### src/rtl/param_sdp_ram_if.sv
// Bus bundle for param_sdp_ram: write port, read port and clear-engine handshake.
interface param_sdp_ram_if #(
  parameter int unsigned DATA_W = 8,
  parameter int unsigned ADDR_W = 6,
  parameter int unsigned BYTE_W = 8
);
  localparam int unsigned NB = DATA_W / BYTE_W;

  logic              clr_req;
  logic              busy;
  logic              we;
  logic [ADDR_W-1:0] waddr;
  logic [DATA_W-1:0] wdata;
  logic [NB-1:0]     wbe;
  logic              re;
  logic [ADDR_W-1:0] raddr;
  logic [DATA_W-1:0] q;
  logic              q_valid;

  modport master (
    output clr_req, we, waddr, wdata, wbe, re, raddr,
    input  busy, q, q_valid
  );

  modport slave (
    input  clr_req, we, waddr, wdata, wbe, re, raddr,
    output busy, q, q_valid
  );
endinterface

### src/rtl/param_sdp_ram.sv
// Simple-dual-port RAM with byte enables, registered read, selectable read-during-write
// and a clear engine that sweeps CLEAR_VAL through every word after reset or on request.
module param_sdp_ram #(
  parameter int unsigned       DATA_W    = 8,
  parameter int unsigned       ADDR_W    = 6,
  parameter int unsigned       DEPTH     = 64,
  parameter int unsigned       BYTE_W    = 8,
  parameter int unsigned       RDW_MODE  = 0,
  parameter logic [DATA_W-1:0] CLEAR_VAL = '0
) (
  input logic            clock,
  input logic            reset,
  param_sdp_ram_if.slave bus
);
  localparam int unsigned NB    = DATA_W / BYTE_W;
  localparam int unsigned IDX_W = (DEPTH > 1) ? $clog2(DEPTH) : 1;

  typedef enum logic [0:0] {StIdle, StClear} state_e;

  state_e             state_q, state_d;
  logic [IDX_W-1:0]   clr_ptr_q, clr_ptr_d;
  logic [DATA_W-1:0]  q_q, q_d;
  logic               q_valid_q, q_valid_d;
  logic               clr_we;

  logic [DATA_W-1:0]  mem [DEPTH];

  logic               waddr_ok, raddr_ok, wr_en, rd_en;
  logic [IDX_W-1:0]   waddr_idx, raddr_idx;
  logic [DATA_W-1:0]  rd_word;

  assign waddr_ok  = 32'(bus.waddr) < DEPTH;
  assign raddr_ok  = 32'(bus.raddr) < DEPTH;
  assign waddr_idx = bus.waddr[IDX_W-1:0];
  assign raddr_idx = bus.raddr[IDX_W-1:0];
  assign wr_en     = (state_q == StIdle) && bus.we && waddr_ok;
  assign rd_en     = (state_q == StIdle) && bus.re;

  always_comb begin
    state_d   = state_q;
    clr_ptr_d = clr_ptr_q;
    clr_we    = 1'b0;
    unique case (state_q)
      StIdle: begin
        if (bus.clr_req) begin
          state_d   = StClear;
          clr_ptr_d = '0;
        end
      end
      StClear: begin
        clr_we    = 1'b1;
        clr_ptr_d = clr_ptr_q + IDX_W'(1);
        if (32'(clr_ptr_q) == DEPTH - 1) begin
          state_d   = StIdle;
          clr_ptr_d = '0;
        end
      end
      default: state_d = StIdle;
    endcase
  end

  // Out-of-range reads return zero; write-through merges only the enabled lanes.
  always_comb begin
    rd_word = '0;
    if (raddr_ok) begin
      rd_word = mem[raddr_idx];
      if (RDW_MODE == 1 && wr_en && bus.raddr == bus.waddr) begin
        for (int i = 0; i < NB; i++) begin
          if (bus.wbe[i]) rd_word[i*BYTE_W +: BYTE_W] = bus.wdata[i*BYTE_W +: BYTE_W];
        end
      end
    end
    q_d       = rd_en ? rd_word : q_q;
    q_valid_d = rd_en;
  end

  always_ff @(posedge clock or posedge reset) begin
    if (reset) begin
      state_q   <= StClear;
      clr_ptr_q <= '0;
      q_q       <= '0;
      q_valid_q <= 1'b0;
    end else begin
      state_q   <= state_d;
      clr_ptr_q <= clr_ptr_d;
      q_q       <= q_d;
      q_valid_q <= q_valid_d;
    end
  end

  // Storage array carries no reset; the clear engine initialises it.
  always_ff @(posedge clock) begin
    if (clr_we) begin
      mem[clr_ptr_q] <= CLEAR_VAL;
    end else if (wr_en) begin
      for (int i = 0; i < NB; i++) begin
        if (bus.wbe[i]) mem[waddr_idx][i*BYTE_W +: BYTE_W] <= bus.wdata[i*BYTE_W +: BYTE_W];
      end
    end
  end

  assign bus.busy    = (state_q == StClear);
  assign bus.q       = q_q;
  assign bus.q_valid = q_valid_q;
endmodule

### src/flat_wrapper.sv
// flat-port wrapper written by rule: the top's interface ports become plain ports
module param_sdp_ram_flat 
#(
  parameter int unsigned       DATA_W    = 8,
  parameter int unsigned       ADDR_W    = 6,
  parameter int unsigned       DEPTH     = 64,
  parameter int unsigned       BYTE_W    = 8,
  parameter int unsigned       RDW_MODE  = 0,
  parameter logic [DATA_W-1:0] CLEAR_VAL = '0
)
  (clock, reset, bus_clr_req, bus_we, bus_waddr, bus_wdata, bus_wbe, bus_re, bus_raddr, bus_busy, bus_q, bus_q_valid);
  param_sdp_ram_if #(.DATA_W(DATA_W), .ADDR_W(ADDR_W), .BYTE_W(BYTE_W)) bus_i ();
  input logic clock;
  input logic reset;
  input wire logic [$bits(bus_i.clr_req)-1:0] bus_clr_req;
  input wire logic [$bits(bus_i.we)-1:0] bus_we;
  input wire logic [$bits(bus_i.waddr)-1:0] bus_waddr;
  input wire logic [$bits(bus_i.wdata)-1:0] bus_wdata;
  input wire logic [$bits(bus_i.wbe)-1:0] bus_wbe;
  input wire logic [$bits(bus_i.re)-1:0] bus_re;
  input wire logic [$bits(bus_i.raddr)-1:0] bus_raddr;
  output wire logic [$bits(bus_i.busy)-1:0] bus_busy;
  output wire logic [$bits(bus_i.q)-1:0] bus_q;
  output wire logic [$bits(bus_i.q_valid)-1:0] bus_q_valid;
  assign bus_i.clr_req = bus_clr_req;
  assign bus_i.we = bus_we;
  assign bus_i.waddr = bus_waddr;
  assign bus_i.wdata = bus_wdata;
  assign bus_i.wbe = bus_wbe;
  assign bus_i.re = bus_re;
  assign bus_i.raddr = bus_raddr;
  assign bus_busy = bus_i.busy;
  assign bus_q = bus_i.q;
  assign bus_q_valid = bus_i.q_valid;
  param_sdp_ram #(.DATA_W(DATA_W), .ADDR_W(ADDR_W), .DEPTH(DEPTH), .BYTE_W(BYTE_W), .RDW_MODE(RDW_MODE), .CLEAR_VAL(CLEAR_VAL)) u_core (.clock(clock), .reset(reset), .bus(bus_i));
endmodule
### config.mk
export PLATFORM = sky130hd
export DESIGN_NAME = param_sdp_ram_flat
export DESIGN_NICKNAME = d
export VERILOG_FILES = /design/src/rtl/param_sdp_ram_if.sv /design/src/rtl/param_sdp_ram.sv /design/src/flat_wrapper.sv
export SDC_FILE = /design/constraint.sdc
export NUM_CORES = 1
export LEC_CHECK = 0
export CAP_MARGIN = 40
export CELL_PAD_IN_SITES_DETAIL_PLACEMENT = 0
export CELL_PAD_IN_SITES_GLOBAL_PLACEMENT = 1
export CORE_MARGIN = 8
export CORE_UTILIZATION = 51
export CTS_BUF_LIST = sky130_fd_sc_hd__clkbuf_8
export DETAILED_ROUTE_END_ITERATION = 10
export GPL_ROUTABILITY_DRIVEN = 0
export PLACE_DENSITY_LB_ADDON = 0.05
export SETUP_SLACK_MARGIN = 0.2
export SYNTH_ARGS = -nofsm -noshare
export SYNTH_HDL_FRONTEND = slang
export SYNTH_SLANG_ARGS = --single-unit
### constraint.sdc
create_clock -name clock -period 2.4 [get_ports clock]
set_clock_uncertainty 0.05 [all_clocks]
set_input_delay 0.48 -clock clock [delete_from_list [all_inputs] [get_ports clock]]
set_output_delay 0.48 -clock clock [all_outputs]
set_load 0.02 [all_outputs]
==> metrics.md, run 1 <==
| Metric | Value |
|---|---|
| Post-synth top area cell | edfxtp_1 |
| Synth cell count leaders | edfxtp_1 (512), mux4_2 (96), nor2_1 (71) |
| Sequential share of the synthesized area | 75.6% |
| Total Power | 0.0204 W |
| Switching share of power | 24.8% |
| Asr flop ratio synth | 3.03% |
| Mapped Cells | 1068 |
| P_sw | 0.00507 W |
| Post-synth EDFFs | 512 |
| Drt drc | 0 |
| Synth area leaders | edfxtp_1 (74%), mux4_2 (10%), mux2i_1 (2.0%), dfrtp_1 (1.8%), mux2_2 (1.7%) |
| Crit end category | flip-flop |
| Cell variety after synth | 46 |
| Worst Max-Slew Pin Slew | 0.759 ns |
| Clk slew on worst S/H paths | 0.06 ns |
| Ys Warns | 0 |
| Initial antenna violation count | 0 |
| Cell Area, Synth | 0.0209 sq mm |
| Crit path kind | flip-flop to flip-flop |
| Wire per inst | 25.3 um |
| FP Rows | 74 |
| CTS tree | built |
| Non-Filler Instances | 1927 |
| Clock buffer depth | 3 |
| Fmax | 0.458 GHz |
| Internal Power | 0.0153 W |
| Worst-path fanout max | 8 |
| Fin crit share | 90.9% |
| CTS H-tree depth | 3 |
| DRT Pass-1 Iters | 5 |
| Placed Area | 0.0234 sq mm |
| DR vias/cell | 5.70 |
| Fin. max-slew vios | 0 |
| Yosys top cell area share | 73.7% |
| Nature of the critical path startpoint | flip-flop |
| Largest net degree at the start of global routing | 50 |
| Fin area | 0.0253 sq mm |
| Starting DRT DRC Count | 865 |
| DRT antenna net count | 0 |
| Number of nets in the layout | 1361 |
| Buffers on Ports | 35 |
| Placed insts | 1777 |
| Syn nets | 1095 |
| Max-cap violations | 0 |
| CTS Buf Count | 83 |
| RSZ-0062 raised after global routing | true |
| PwrDens | 806 mW/mm^2 |
| Die area | 0.0476 sq mm |
| P_leak | 8.72 nW |
| Area grow syn2layout | 21.3% |
| Diode count | 0 |
| Min-delay worst type | primary input to async pin |
| Comb power frac | 13.1% |
| Final setup violation count | 0 |
| Max-slew headroom | 49.1% |
| CTS Root Cell | clkbuf_8 |
| I/O pins | 36 |
| Worst Path Arrival | 2.45 ns |
| Final HPWL DP | 32500 um |
| Initial Util | 51.3% |
| Total gr overflow | 0 |
| Final wirelength | 48800 um |
| Synth Area per Inst | 19.5 sq um |
| Final core utilization | 62.3% |
| Top_reg_cell synth | edfxtp_1 |
| Number of hold buffers added after CTS | 0 |
| Cells on worst reg2reg path | 7 |
| Period minus WS final | 2.18 ns |
| Core area | 0.0406 sq mm |
| Clk sinks | 528 |
| Layout cells sized above 1 | 36.4% |
| Chip Width | 218 um |
| Sequential share of power | 52.6% |
| Register bit total from synthesis | 528 |
| All-Layer GR Usage | 20.8% |
| Via count | 10993 |
| VDD IR max | 615 uV |
| Vias in the first global route | 11346 |
| WP data required | 2.67 ns |
| First-pass GRT wire length | 72500 um |
| Die H | 218 um |
| Status | finished, final reports clean |
| Most common cell in the synthesized netlist | edfxtp_1 |
| Clk pwr share | 34.3% |
| Clock Latency Late Sink | 0.62 ns |
| Final Hold Fails | 0 |
kinds of logic after synthesis:
| family | count (synthesis) | synth area share, % |
|---|---|---|
| flip-flops | 528 | 75.6 |
| AND/OR/NAND/NOR | 190 | 4.26 |
| multiplexers | 169 | 14.1 |
| AO/OA/AOI/OAI | 120 | 4.04 |
| buffers and inverters | 59 | 1.91 |
| XOR/XNOR | 1 | 0.0420 |
| adder cells (fa/ha/maj) | 1 | 0.0600 |
sequential cells by signal, summed over array words and instances (netlist names):
| signal | cells |
|---|---|
| u_core.bus.busy | 1 |
| u_core.bus.q_valid | 1 |
| u_core.clr_ptr_q | 6 |
| u_core.mem | 512 |
| u_core.bus.q | 8 |
worst paths after layout:
check,slack [ns],endpoint,startpoint
min in group clock,0.47,u_core.bus.q[5]$_DFFE_PP0P_,u_core.bus.q[5]$_DFFE_PP0P_
max in group asynchronous,1.64,u_core.clr_ptr_q[4]$_DFFE_PP0P_,reset
max reg2reg,0.22,u_core.mem[5][0]$_DFFE_PP_,u_core.bus.busy$_DFF_PP1_
min reg2reg,0.47,u_core.bus.q[5]$_DFFE_PP0P_,u_core.bus.q[5]$_DFFE_PP0P_
min,0.22,u_core.bus.q_valid$_DFF_PP0_,reset
max,0.22,u_core.mem[5][0]$_DFFE_PP_,u_core.bus.busy$_DFF_PP1_
worst max-delay path: stages, from the launching register on:
cell and delay (ns):
dfstp_2 0.54, and3b_2 0.26, or3_1 0.36, o21ai_2 0.09, nand2_1 0.10, buf_4 0.19
nor2_1 0.11, buf_4 0.18
power groups by stage:
stage               registers [W]  logic [W]  clock network, W
CTS                        0.0107    0.00248           0.00721
finish                     0.0107    0.00267           0.00701
global route               0.0108    0.00284           0.00755
floorplan                  0.0109    0.00116                 0
detailed placement         0.0109    0.00247                 0
global placement           0.0109    0.00245                 0
per-layer routing:
metal / vias to the layer above / wire length [um] / GRT usage [%]
li1: 4918 / - / -
met1: 5664 / 21300 / 28.3
met2: 326 / 23800 / 33.3
met3: 85 / 2220 / 4.01
met4: 0 / 1500 / 7.75
met5: - / 0 / 0
through the flow:
stage	setup WS, ns	setup TNS (ns)	hold WS (ns)
final	0.218	0	0.221
after detailed placement	-0.379	-139.49	0.463
after global routing	0.151	0	0.249
after CTS	0.181	0	0.196
after floorplan	0.0376	0	0.343
after global placement	-0.383	-122.85	0.463
cell type report:
cell class / count / area [sq um]
Sequential cell: 528 / 15800
Fill cell: 2913 / 15300
Multi-Input combinational cell: 481 / 4860
Timing Repair Buffer: 235 / 2460
Clock buffer: 89 / 1220
Tap cell: 532 / 666
Clock inverter: 57 / 303
Inverter: 5 / 18.8
timing repair:
action	in CTS	in global routing
hold endpoints to repair	0	0
buffers inserted	3	1
setup endpoints to repair	336	434
pin swaps	3	4
gates resized for setup	18	103
cells in the final DEF (no fill, tap or decap), types with 6 or more instances in the layout:
cell type,n
a2111oi_0,7
nor2_2,31
nor2_4,6
nor2b_1,10
mux2i_1,41
buf_12,33
nand2_2,8
a32oi_1,8
nor3_1,16
mux2_2,32
a22o_1,8
dfrtp_1,15
clkinv_2,16
mux4_2,96
clkinv_1,16
buf_6,55
dlygate4sd2_1,6
buf_4,114
o22ai_1,33
clkbuf_8,89
and2_2,8
nand3b_1,6
nand2b_1,7
inv_1,24
o21ai_1,8
a211oi_1,16
clkdlybuf4s50_1,24
nor2_1,35
a22oi_1,16
nand2_1,42
o21ai_0,10
edfxtp_1,512
(Power assumes the default switching activity.)
==> run 2, diff against run 1 <==
Settings changed: HOLD_SLACK_MARGIN set to 0.1.
==> results of run 2 <==
Same layout as run 1: the final DEF is identical, and so are final timing and power.
